==> config.mk <==
export PLATFORM = sky130hd
export DESIGN_NAME = bp_be_mmio_timer
export DESIGN_NICKNAME = d
export VERILOG_FILES = /design/src/rtl/bp_be_pkg.sv /design/src/rtl/bp_be_mmio_timer_tick.sv /design/src/rtl/bp_be_mmio_timer.sv
export SDC_FILE = /design/constraint.sdc
export NUM_CORES = 1
export LEC_CHECK = 0
export CAP_MARGIN = 5
export CORE_MARGIN = 2
export CORE_UTILIZATION = 50
export DETAILED_ROUTE_END_ITERATION = 10
export DONT_BUFFER_PORTS = 1
export GPL_TIMING_DRIVEN = 0
export PLACE_DENSITY = 0.73
export SLEW_MARGIN = 5
export SYNTH_ARGS = -nofsm -noshare
export SYNTH_HDL_FRONTEND = slang
export SYNTH_SLANG_ARGS = --single-unit
==> constraint.sdc <==
create_clock -name clk_i -period 4 [get_ports clk_i]
set_input_delay 0.6 -clock clk_i [delete_from_list [all_inputs] [get_ports clk_i]]
set_output_delay 0.6 -clock clk_i [all_outputs]
set_load 0.01 [all_outputs]
==> src/rtl/bp_be_pkg.sv <==
// rtl/bp_be_pkg.sv - BE shared types and MMIO timer address map
package bp_be_pkg;

    localparam int bp_vaddr_width_gp = 39;
    localparam int bp_dword_width_gp = 64;

    localparam logic [38:0] bp_mmio_mtime_addr_gp    = 39'h6f_ffff_fff0;
    localparam logic [38:0] bp_mmio_mtimecmp_addr_gp = 39'h6f_ffff_ffe0;

    typedef enum logic [1:0] {
        e_mmio_size_byte  = 2'b00,
        e_mmio_size_half  = 2'b01,
        e_mmio_size_word  = 2'b10,
        e_mmio_size_dword = 2'b11
    } bp_be_mmio_size_e;

    typedef struct packed {
        logic                   w;
        logic [38:0]            addr;
        bp_be_mmio_size_e       size;
        logic [63:0]            data;
    } bp_be_mmio_req_s;

    typedef struct packed {
        logic [63:0]            data;
        logic                   err;
    } bp_be_mmio_resp_s;

    // Replace one 32-bit half of a dword, leaving the other half intact
    function automatic logic [63:0] bp_merge_word(input logic [63:0] old_val,
                                                  input logic [31:0] wdata,
                                                  input logic        hi);
        return hi ? {wdata, old_val[31:0]} : {old_val[63:32], wdata};
    endfunction

endpackage

==> src/rtl/bp_be_mmio_timer_tick.sv <==
// rtl/bp_be_mmio_timer_tick.sv - mtime prescaler, one tick per div_p core cycles
module bp_be_mmio_timer_tick #(
    parameter int div_p = 1
) (
    input  logic clk_i,
    input  logic reset_i,
    output logic tick_o
);

    localparam int cnt_width_lp = (div_p > 1) ? $clog2(div_p) : 1;

    logic [cnt_width_lp-1:0] cnt_r;

    // With div_p=1 the counter never leaves 0, so tick_o is constantly high
    assign tick_o = (cnt_r == cnt_width_lp'(div_p - 1));

    // Free-running modulo-div_p counter
    always_ff @(posedge clk_i) begin
        if (reset_i || tick_o)
            cnt_r <= '0;
        else
            cnt_r <= cnt_r + 1'b1;
    end

endmodule

==> src/rtl/bp_be_mmio_timer.sv <==
// rtl/bp_be_mmio_timer.sv - MMIO mtime/mtimecmp responder with machine timer interrupt
module bp_be_mmio_timer
    import bp_be_pkg::*;
#(
    parameter int                 vaddr_width_p   = bp_vaddr_width_gp,
    parameter int                 dword_width_p   = bp_dword_width_gp,
    parameter logic [38:0]        mtime_addr_p    = bp_mmio_mtime_addr_gp,
    parameter logic [38:0]        mtimecmp_addr_p = bp_mmio_mtimecmp_addr_gp,
    parameter int                 timebase_div_p  = 1
) (
    input  logic                     clk_i,
    input  logic                     reset_i,
    input  logic                     mmio_v_i,
    output logic                     mmio_ready_o,
    input  logic                     mmio_w_i,
    input  logic [vaddr_width_p-1:0] mmio_addr_i,
    input  logic [1:0]               mmio_size_i,
    input  logic [dword_width_p-1:0] mmio_data_i,
    output logic                     mmio_resp_v_o,
    input  logic                     mmio_resp_yumi_i,
    output logic [dword_width_p-1:0] mmio_resp_data_o,
    output logic                     mmio_resp_err_o,
    output logic                     timer_irq_o
);

    typedef enum logic {e_idle, e_resp} state_e;

    state_e           state_r;
    logic [63:0]      mtime_r, mtimecmp_r;
    logic [63:0]      mtime_n, mtimecmp_n;
    bp_be_mmio_resp_s resp_r;
    logic             irq_r;
    logic             tick;

    bp_be_mmio_req_s  req;
    logic             accept;
    logic             hit_mtime, hit_cmp, bad;
    logic             is_dword;
    logic [63:0]      rd_sel, rd_data, wr_val;
    logic             wr_en;

    bp_be_mmio_timer_tick #(.div_p(timebase_div_p)) tick_gen (
        .clk_i   (clk_i),
        .reset_i (reset_i),
        .tick_o  (tick)
    );

    assign req = '{w: mmio_w_i, addr: mmio_addr_i,
                   size: bp_be_mmio_size_e'(mmio_size_i), data: mmio_data_i};

    assign mmio_ready_o     = (state_r == e_idle) && !reset_i;
    assign accept           = mmio_v_i && mmio_ready_o;
    assign mmio_resp_v_o    = (state_r == e_resp);
    assign mmio_resp_data_o = resp_r.data;
    assign mmio_resp_err_o  = resp_r.err;
    assign timer_irq_o      = irq_r;

    // Address decode; any fault suppresses both the read data and the write
    always_comb begin
        hit_mtime = (req.addr[38:3] == mtime_addr_p[38:3]);
        hit_cmp   = (req.addr[38:3] == mtimecmp_addr_p[38:3]);
        is_dword  = (req.size == e_mmio_size_dword);
        bad       = !(hit_mtime || hit_cmp)
                 || (req.addr[1:0] != 2'b00)
                 || (is_dword && req.addr[2])
                 || (req.size == e_mmio_size_byte)
                 || (req.size == e_mmio_size_half);
    end

    // Load data mux and next-state of both timer registers; a store to mtime beats the tick
    always_comb begin
        rd_sel  = hit_mtime ? mtime_r : mtimecmp_r;
        rd_data = '0;
        if (!req.w && !bad) begin
            if (is_dword)
                rd_data = rd_sel;
            else
                rd_data = req.addr[2] ? {32'b0, rd_sel[63:32]} : {32'b0, rd_sel[31:0]};
        end
        wr_val     = is_dword ? req.data : bp_merge_word(rd_sel, req.data[31:0], req.addr[2]);
        wr_en      = accept && req.w && !bad;
        mtime_n    = (wr_en && hit_mtime) ? wr_val : (tick ? mtime_r + 64'd1 : mtime_r);
        mtimecmp_n = (wr_en && hit_cmp)   ? wr_val : mtimecmp_r;
    end

    // Request/response handshake, timer registers and the registered interrupt compare
    always_ff @(posedge clk_i) begin
        if (reset_i) begin
            state_r    <= e_idle;
            resp_r     <= '0;
            mtime_r    <= '0;
            mtimecmp_r <= '1;
            irq_r      <= 1'b0;
        end else begin
            mtime_r    <= mtime_n;
            mtimecmp_r <= mtimecmp_n;
            irq_r      <= (mtime_r >= mtimecmp_r);
            case (state_r)
                e_idle: if (accept) begin
                    state_r <= e_resp;
                    resp_r  <= '{data: rd_data, err: bad};
                end
                e_resp: if (mmio_resp_yumi_i) begin
                    state_r <= e_idle;
                end
                default: state_r <= e_idle;
            endcase
        end
    end

endmodule

==> impl_metrics.json, run 1 <==
{
  "grt_pass1_wl_um": 66920,
  "clk_pin_slew_ps": 70,
  "cts_num_sinks": 196,
  "cp.arrival_ps": 3640,
  "synth_ff_type": "dfxtp_1",
  "finalSetupTns_ps": 0,
  "power_frac_clock_pct": 46.4,
  "area_growth_pct": 8.856,
  "cts-root-buf": "clkbuf_16",
  "fmax_mhz": 301.6,
  "muxShareOfSynthArea_pct": 4.709,
  "synth_edf_count": 0,
  "design.die.area_um2": 24840,
  "path_cells": "ha_1 -> nor2b_1 -> and3_1 -> clkbuf_1 -> nand3_1 -> nor3_1 -> xnor2_1 -> o21ai_0",
  "htreeDepth": 4,
  "yosys.area_share.adder_pct": 6.894,
  "cts_tree": "done",
  "ys_seq_area_share_pct": 33.26,
  "cp_max_fo": 8,
  "cts.repair.resized": 0,
  "syn_inst": 1388,
  "synth_cell_types": 63,
  "ctsHoldBuffers": 0,
  "vias": 11796,
  "fin_crit_sh_pct": 82.88,
  "cts_made_buffers": 17,
  "coreArea_um2": 23330,
  "syn-cell-area_um2": 11800,
  "drive_above_1_share_pct": 6.056,
  "synth_top_family_by_area": "compound AO/OA/AOI/OAI gates",
  "drv_cap": 0,
  "grt_pass1_vias": 11010,
  "hold_depth": 1,
  "finClkSkew_ps": 7.617,
  "p_per_area_nw_per_um2": 318.1,
  "status": "finished clean",
  "yosys.area_share.simple_pct": 17.90,
  "worst_setup_path_start_kind": "flip-flop",
  "swShare_pct": 25.16,
  "async_flop_share_pct": 0,
  "ioPinCount": 178,
  "synth_area_leaders": "dfxtp_1 (33%), ha_1 (6.9%), a211o_1 (6.2%), o21ai_0 (3.9%), mux2i_1 (3.6%)",
  "p_sw_mw": 1.028,
  "rsz0062_at_grt": "false",
  "wl_per_cell_um": 26.29,
  "clk_latency_ps": 450,
  "power_frac_comb_pct": 5.6,
  "maxSlewViolCount": 0,
  "post-dp-hpwl_um": 35230,
  "drt-total-wl_um": 45830,
  "synthDominantCellAreaShare_pct": 33.26,
  "fp.dieH_um": 157.6,
  "ant_nets": 0,
  "slowest_stage": "nor2b_1",
  "p_seq_share_pct": 48.0,
  "rows": 56,
  "worst_pin_slew_ps": 1113,
  "cp.required_ps": 4320,
  "gp_congestion": 1.010,
  "yosys_warnings": 0,
  "antenna_found_initial": 2,
  "synth_xor_area_share_pct": 4.677,
  "leakagePower_nw": 5.154,
  "relSlewSlack_pct": 25.09,
  "nets": 1582,
  "setup_viol": 0,
  "syn-num-nets": 1563,
  "criticalPathCategory": "flip-flop to flip-flop",
  "start_util_pct": 50.56,
  "critPathMaxStageDelay_ps": 570,
  "synth_compound_gate_area_share_pct": 26.44,
  "drc": 0,
  "viasPerCell": 6.768,
  "clk_path_buf_depth": 2,
  "portBuffers": 0,
  "die_w_um": 157.6,
  "crit_path_end_kind": "flip-flop",
  "n_fill_cell": 2156,
  "ir_worst_vdd_mv": 0.2149,
  "yosysTopAreaCell": "dfxtp_1",
  "fin_crit_ps": 3315,
  "dr.pass1.iters": 6,
  "initialDrtViolationCount": 1608,
  "post-cts-setup-buffer-count": 0,
  "overflow": 0,
  "final_core_util_pct": 55.04,
  "r2r_cells": 8,
  "synth_area_per_cell_um2": 8.500,
  "finalHoldViolCount": 0,
  "postSynthRegisterBits": 196,
  "hold_path.class": "input port to flip-flop",
  "grt_use_total_pct": 36.33,
  "p_int_mw": 3.058,
  "grt_max_degree": 18
}
[worst max-delay path, delay by kind of cell (launching register included)]
family / cells / cell delay, ps
adder cells (fa/ha/maj): 1 / 220
AO/OA/AOI/OAI: 1 / 80
XOR/XNOR: 1 / 160
AND/OR/NAND/NOR: 4 / 1800
flip-flops: 1 / 440
buffers and inverters: 1 / 470
[through the flow]
stage	instances	cell area, µm²	hold slack (ps)	total power [mW]	setup WS [ps]
after floorplan	1388	11800	456.5	2.146	1264
after global placement	1707	12200	470.7	2.223	484.3
after detailed placement	1707	12200	478.0	2.227	492.2
after CTS	1739	12830	236.8	4.071	900.8
after global routing	1739	12830	248.6	4.163	568.6
final	1743	12840	236.0	4.085	684.8
[sequential cells by signal (all words and copies together), names as in the netlist]
| signal | flops |
|---|---|
| mmio_resp_data_o | 64 |
| mtime_r | 64 |
| mtimecmp_r | 64 |
| mmio_resp_err_o | 1 |
| mmio_resp_v_o | 1 |
| tick_gen.cnt_r | 1 |
| timer_irq_o | 1 |
[final cells by class]
cell class	count	area (µm²)	share of cell area, %
sequential	196	3924	30.55
buffer	99	447.9	3.488
inverter	72	270.3	2.104
multi-input combinational	1021	7156	55.72
clock inverter	12	168.9	1.315
tap	319	399.1	3.108
antenna	4	10.01	0.07794
clock buffer	20	466.7	3.634
[cells by family (layout without fill, tap and decap cells)]
| group | count (synthesis) | count (layout) |
|---|---|---|
| buffers and inverters | 171 | 203 |
| AND/OR/NAND/NOR | 402 | 402 |
| other | 1 | 5 |
| adder cells (fa/ha/maj) | 65 | 65 |
| AO/OA/AOI/OAI | 436 | 436 |
| flip-flops | 196 | 196 |
| XOR/XNOR | 63 | 63 |
| multiplexers | 54 | 54 |
[synthesized netlist by cell type, drive strengths merged, types with 13 or more instances]
| master | n |
|---|---|
| dfxtp | 196 |
| o21ai | 93 |
| nor2 | 91 |
| a211o | 83 |
| nand2 | 83 |
| clkbuf | 77 |
| inv | 72 |
| a21oi | 69 |
| ha | 65 |
| nand4 | 45 |
| mux2i | 42 |
| a211oi | 41 |
| xnor2 | 41 |
| nand3 | 33 |
| nand3b | 33 |
| nor3 | 26 |
| nand2b | 24 |
| o211ai | 23 |
| buf | 22 |
| xor2 | 22 |
| a2bb2oi | 20 |
| nor4 | 15 |
| a21o | 14 |
| a22oi | 13 |
| o221ai | 13 |
[placed cells by master, fill, tap and decap left out, types with 12 or more instances in the layout]
cell type	count
a211o_1	83
a211oi_1	41
a21o_1	14
a21oi_1	60
a22oi_1	13
a2bb2oi_1	20
and3_1	12
clkbuf_1	77
clkbuf_16	17
dfxtp_1	196
ha_1	65
inv_1	72
mux2_2	12
mux2i_1	42
nand2_1	83
nand2b_1	24
nand3_1	33
nand3b_1	33
nand4_1	44
nor2_1	91
nor3_1	26
nor4_1	14
o211ai_1	22
o21ai_0	92
o221ai_1	13
o22ai_1	12
xnor2_1	41
xor2_1	22
[worst paths after layout]
| kind | slack (ps) | end | startpoint |
|---|---|---|---|
| worst max-delay path | 680 | mtime_r[42] | mtime_r[1] |
| worst min-delay path | 240 | mmio_resp_v_o | mmio_resp_yumi_i |
| worst max register to register | 680 | mtime_r[42] | mtime_r[1] |
| worst min register to register | 500 | mtimecmp_r[42] | mtimecmp_r[42] |
[power groups by stage]
stage / Sequential, mW / Clock (mW) / Combinational (mW)
floorplan: 2.00 / 0 / 0.142
global placement: 2.01 / 0 / 0.217
detailed placement: 2.01 / 0 / 0.221
CTS: 1.96 / 1.89 / 0.221
global route: 1.96 / 1.96 / 0.242
finish: 1.96 / 1.90 / 0.230
[per-layer routing]
metal  track usage [%]  vias up  routed length, µm  part of all wire (%)
li1                  -     5240                  -                     -
met1             48.42     5632              18260                    40
met2             54.65      786              19890                    43
met3             8.459      138               5234                    11
met4             19.13        0               2435                   5.3
met5                 0        -                  0                     0
Note: power is estimated with default switching activity, not from simulation.
==> run 2: changes to the inputs <==
--- a/config.mk
+++ b/config.mk
@@ -5,6 +5,7 @@
 export SDC_FILE = /design/constraint.sdc
 export NUM_CORES = 1
 export LEC_CHECK = 0
+export ABC_AREA = 1
 export CAP_MARGIN = 5
 export CORE_MARGIN = 2
 export CORE_UTILIZATION = 50
==> constraint.sdc (replaced) <==
create_clock -name clk_i -period 3.25 [get_ports clk_i]
set_input_delay 0.4875 -clock clk_i [delete_from_list [all_inputs] [get_ports clk_i]]
set_output_delay 0.4875 -clock clk_i [all_outputs]
set_load 0.01 [all_outputs]
==> run 2 against run 1 <==
Flip-flop and latch count did not move. Setup slack got worse by 560 ps. Design area rose by 14%. Clock-buffer cell count fell by 3. Clock skew rose by 16 ps. Via count rose by 35%. Routed wire length rose by 45%. Critical path type is now input port to flip-flop.
==> impl_metrics.json, run 2 <==
{
  "status": "finished clean",
  "p_int_mw": 3.588,
  "portBuffers": 0,
  "worst_pin_slew_ps": 1073,
  "yosys_warnings": 0,
  "power_frac_clock_pct": 45.8,
  "fin_crit_ps": 3121,
  "post-dp-hpwl_um": 53580,
  "rows": 60,
  "dp.cells": 2534,
  "syn-cell-area_um2": 13610,
  "final_common_cell": "nand2_1",
  "ioPinCount": 178,
  "fp.dieH_um": 169.0,
  "async_flop_share_pct": 0,
  "synth_edf_count": 0,
  "p_seq_share_pct": 46.1,
  "clk_latency_ps": 470,
  "mostFrequentLayoutCells": "nand2_1 (726), nand3_1 (241), inv_1 (230)",
  "finClkSkew_ps": 23.39,
  "cts_made_buffers": 17,
  "worst_setup_path_start_kind": "input port",
  "htreeDepth": 4,
  "die_w_um": 169.0,
  "syn-num-nets": 2368,
  "cp_top_family": "simple AND/OR/NAND/NOR gates",
  "cp.required_ps": 3620,
  "ctsHoldBuffers": 0,
  "drc": 0,
  "antenna_found_initial": 2,
  "power_frac_comb_pct": 8.1,
  "drive_above_1_share_pct": 4.989,
  "design.die.area_um2": 28550,
  "synth.most_common_cell": "nand2_1",
  "maxSlewViolCount": 0,
  "synth_ff_type": "dfxtp_1",
  "yosysTopAreaCell": "dfxtp_1",
  "critPathMaxStageDelay_ps": 890,
  "hold_path.class": "input port to flip-flop",
  "synthDominantCellAreaShare_pct": 28.83,
  "dr.pass1.iters": 9,
  "synth_cell_types": 43,
  "syn_inst": 2193,
  "swShare_pct": 31.56,
  "slowest_stage": "o21ai_0",
  "cts_num_sinks": 196,
  "vias": 15910,
  "cts-root-buf": "clkbuf_16",
  "overflow": 0,
  "postSynthRegisterBits": 196,
  "coreArea_um2": 26800,
  "rsz0062_at_grt": "false",
  "fin_cells": 2568,
  "grt_pass1_vias": 14755,
  "final_core_util_pct": 54.79,
  "fin_crit_sh_pct": 96.03,
  "clk_pin_slew_ps": 100,
  "crit_buf_inv": 2,
  "yosys-top-cells-count": "nand2_1 (726), nand3_1 (241), inv_1 (230), dfxtp_1 (196), nor2_1 (136)",
  "path_cells": "nand2_1 -> nor2_1 -> nand2_1 -> nor2_1 -> nand3_4 -> clkbuf_1 -> o21ai_0 -> o21ai_0 -> nand2_1 -> nand3_1 -> nand2_1 -> inv_1",
  "crit_path_end_kind": "flip-flop",
  "criticalPathCategory": "input port to flip-flop",
  "grt_pass1_wl_um": 94900,
  "synth_area_per_cell_um2": 6.205,
  "ys_seq_area_share_pct": 28.83,
  "p_per_area_nw_per_um2": 357.0,
  "drt-total-wl_um": 66480,
  "cts_tree": "done",
  "grt_use_total_pct": 45.91,
  "area_growth_pct": 7.916,
  "synth_area_leaders": "dfxtp_1 (29%), nand2_1 (20%), nand3_1 (8.9%), inv_1 (6.3%), ha_1 (6.0%)",
  "ant_nets": 0,
  "ir_worst_vdd_mv": 0.3540,
  "finalHoldViolCount": 0,
  "drv_cap": 0,
  "setup_viol": 0,
  "cts.repair.resized": 0,
  "relSlewSlack_pct": 27.68,
  "leakagePower_nw": 6.756,
  "nets": 2387,
  "grt_max_degree": 25,
  "crit_top_cell": "nand2_1",
  "fmax_mhz": 320.4,
  "start_util_pct": 50.77,
  "initialDrtViolationCount": 2372,
  "cp.arrival_ps": 3500,
  "cp_max_fo": 10,
  "p_sw_mw": 1.654,
  "post-cts-setup-buffer-count": 0,
  "clk_path_buf_depth": 2,
  "gp_congestion": 1.083,
  "viasPerCell": 6.195,
  "wl_per_cell_um": 25.89
}
run 2: changes by cell type after synthesis, sizes merged, moves of 29 or more:
cell,delta
nand2,+647
nand3,+213
inv,+164
a211o,-83
nor2,+56
a21oi,+54
mux2i,-42
a211oi,-41
o211ai,+35
xnor2,-34
buf,+29
run 2: final timing paths:
check,startpoint,slack (ps),to,depth (start not counted)
hold reg to reg,mtimecmp_r[44],510,mtimecmp_r[44],2
setup reg to reg,mtime_r[0],400,mtime_r[46],10
hold / removal,mmio_resp_yumi_i,110,mmio_resp_v_o,1
setup / recovery,mmio_addr_i[33],130,mtime_r[30],12
run 2: per-layer routing:
metal | GRT usage (%) | vias up | part of all wire (%)
li1 | - | 7187 | -
met1 | 58.30 | 7339 | 38
met2 | 68.48 | 1123 | 41
met3 | 11.13 | 261 | 13
met4 | 32.26 | 0 | 8.0
met5 | 0 | - | 0
run 2: layout make-up:
cell class / count / area, µm²
antenna: 2 / 5.005
buffer: 112 / 556.8
clock buffer: 17 / 425.4
clock inverter: 15 / 220.2
fill: 2789 / 12120
inverter: 237 / 889.6
multi-input combinational: 1648 / 8238
sequential: 196 / 3924
tap: 341 / 426.7
run 2: cells by family (layout without fill, tap and decap cells):
family          Yosys count  after routing  synth area share (%)
compound gates          318            318                 13.31
xor+xnor                 36             36                 2.317
fa+ha+maj                65             65                 5.976
buf+inv                 349            381                 10.63
flops                   196            196                 28.83
other cells               1              3               0.02756
simple gates           1228           1228                 38.90
run 2: metrics by stage:
| step | hold WS [ps] | area, µm² | worst slack (ps) | setup TNS, ps | total power, mW |
|---|---|---|---|---|---|
| 3_5_place_dp | 492.4 | 14030 | -53.96 | -67.61 | 2.872 |
| 3_3_place_gp | 487.7 | 14030 | -3.666 | -3.666 | 2.871 |
| 4_1_cts | 114.0 | 14680 | 431.9 | 0 | 5.208 |
| 2_1_floorplan | 455.2 | 13610 | 1236 | 0 | 2.706 |
| 6_report | 112.7 | 14690 | 129.1 | 0 | 5.242 |
| 5_1_grt | 122.5 | 14680 | 96.76 | 0 | 5.335 |
run 2: power by group through the flow:
| stage | combinational [mW] | sequential, mW | clock (mW) |
|---|---|---|---|
| after detailed placement | 0.401 | 2.47 | 0 |
| after global placement | 0.400 | 2.47 | 0 |
| after floorplan | 0.238 | 2.47 | 0 |
| after global routing | 0.437 | 2.42 | 2.48 |
| final | 0.427 | 2.42 | 2.40 |
| after CTS | 0.403 | 2.41 | 2.39 |
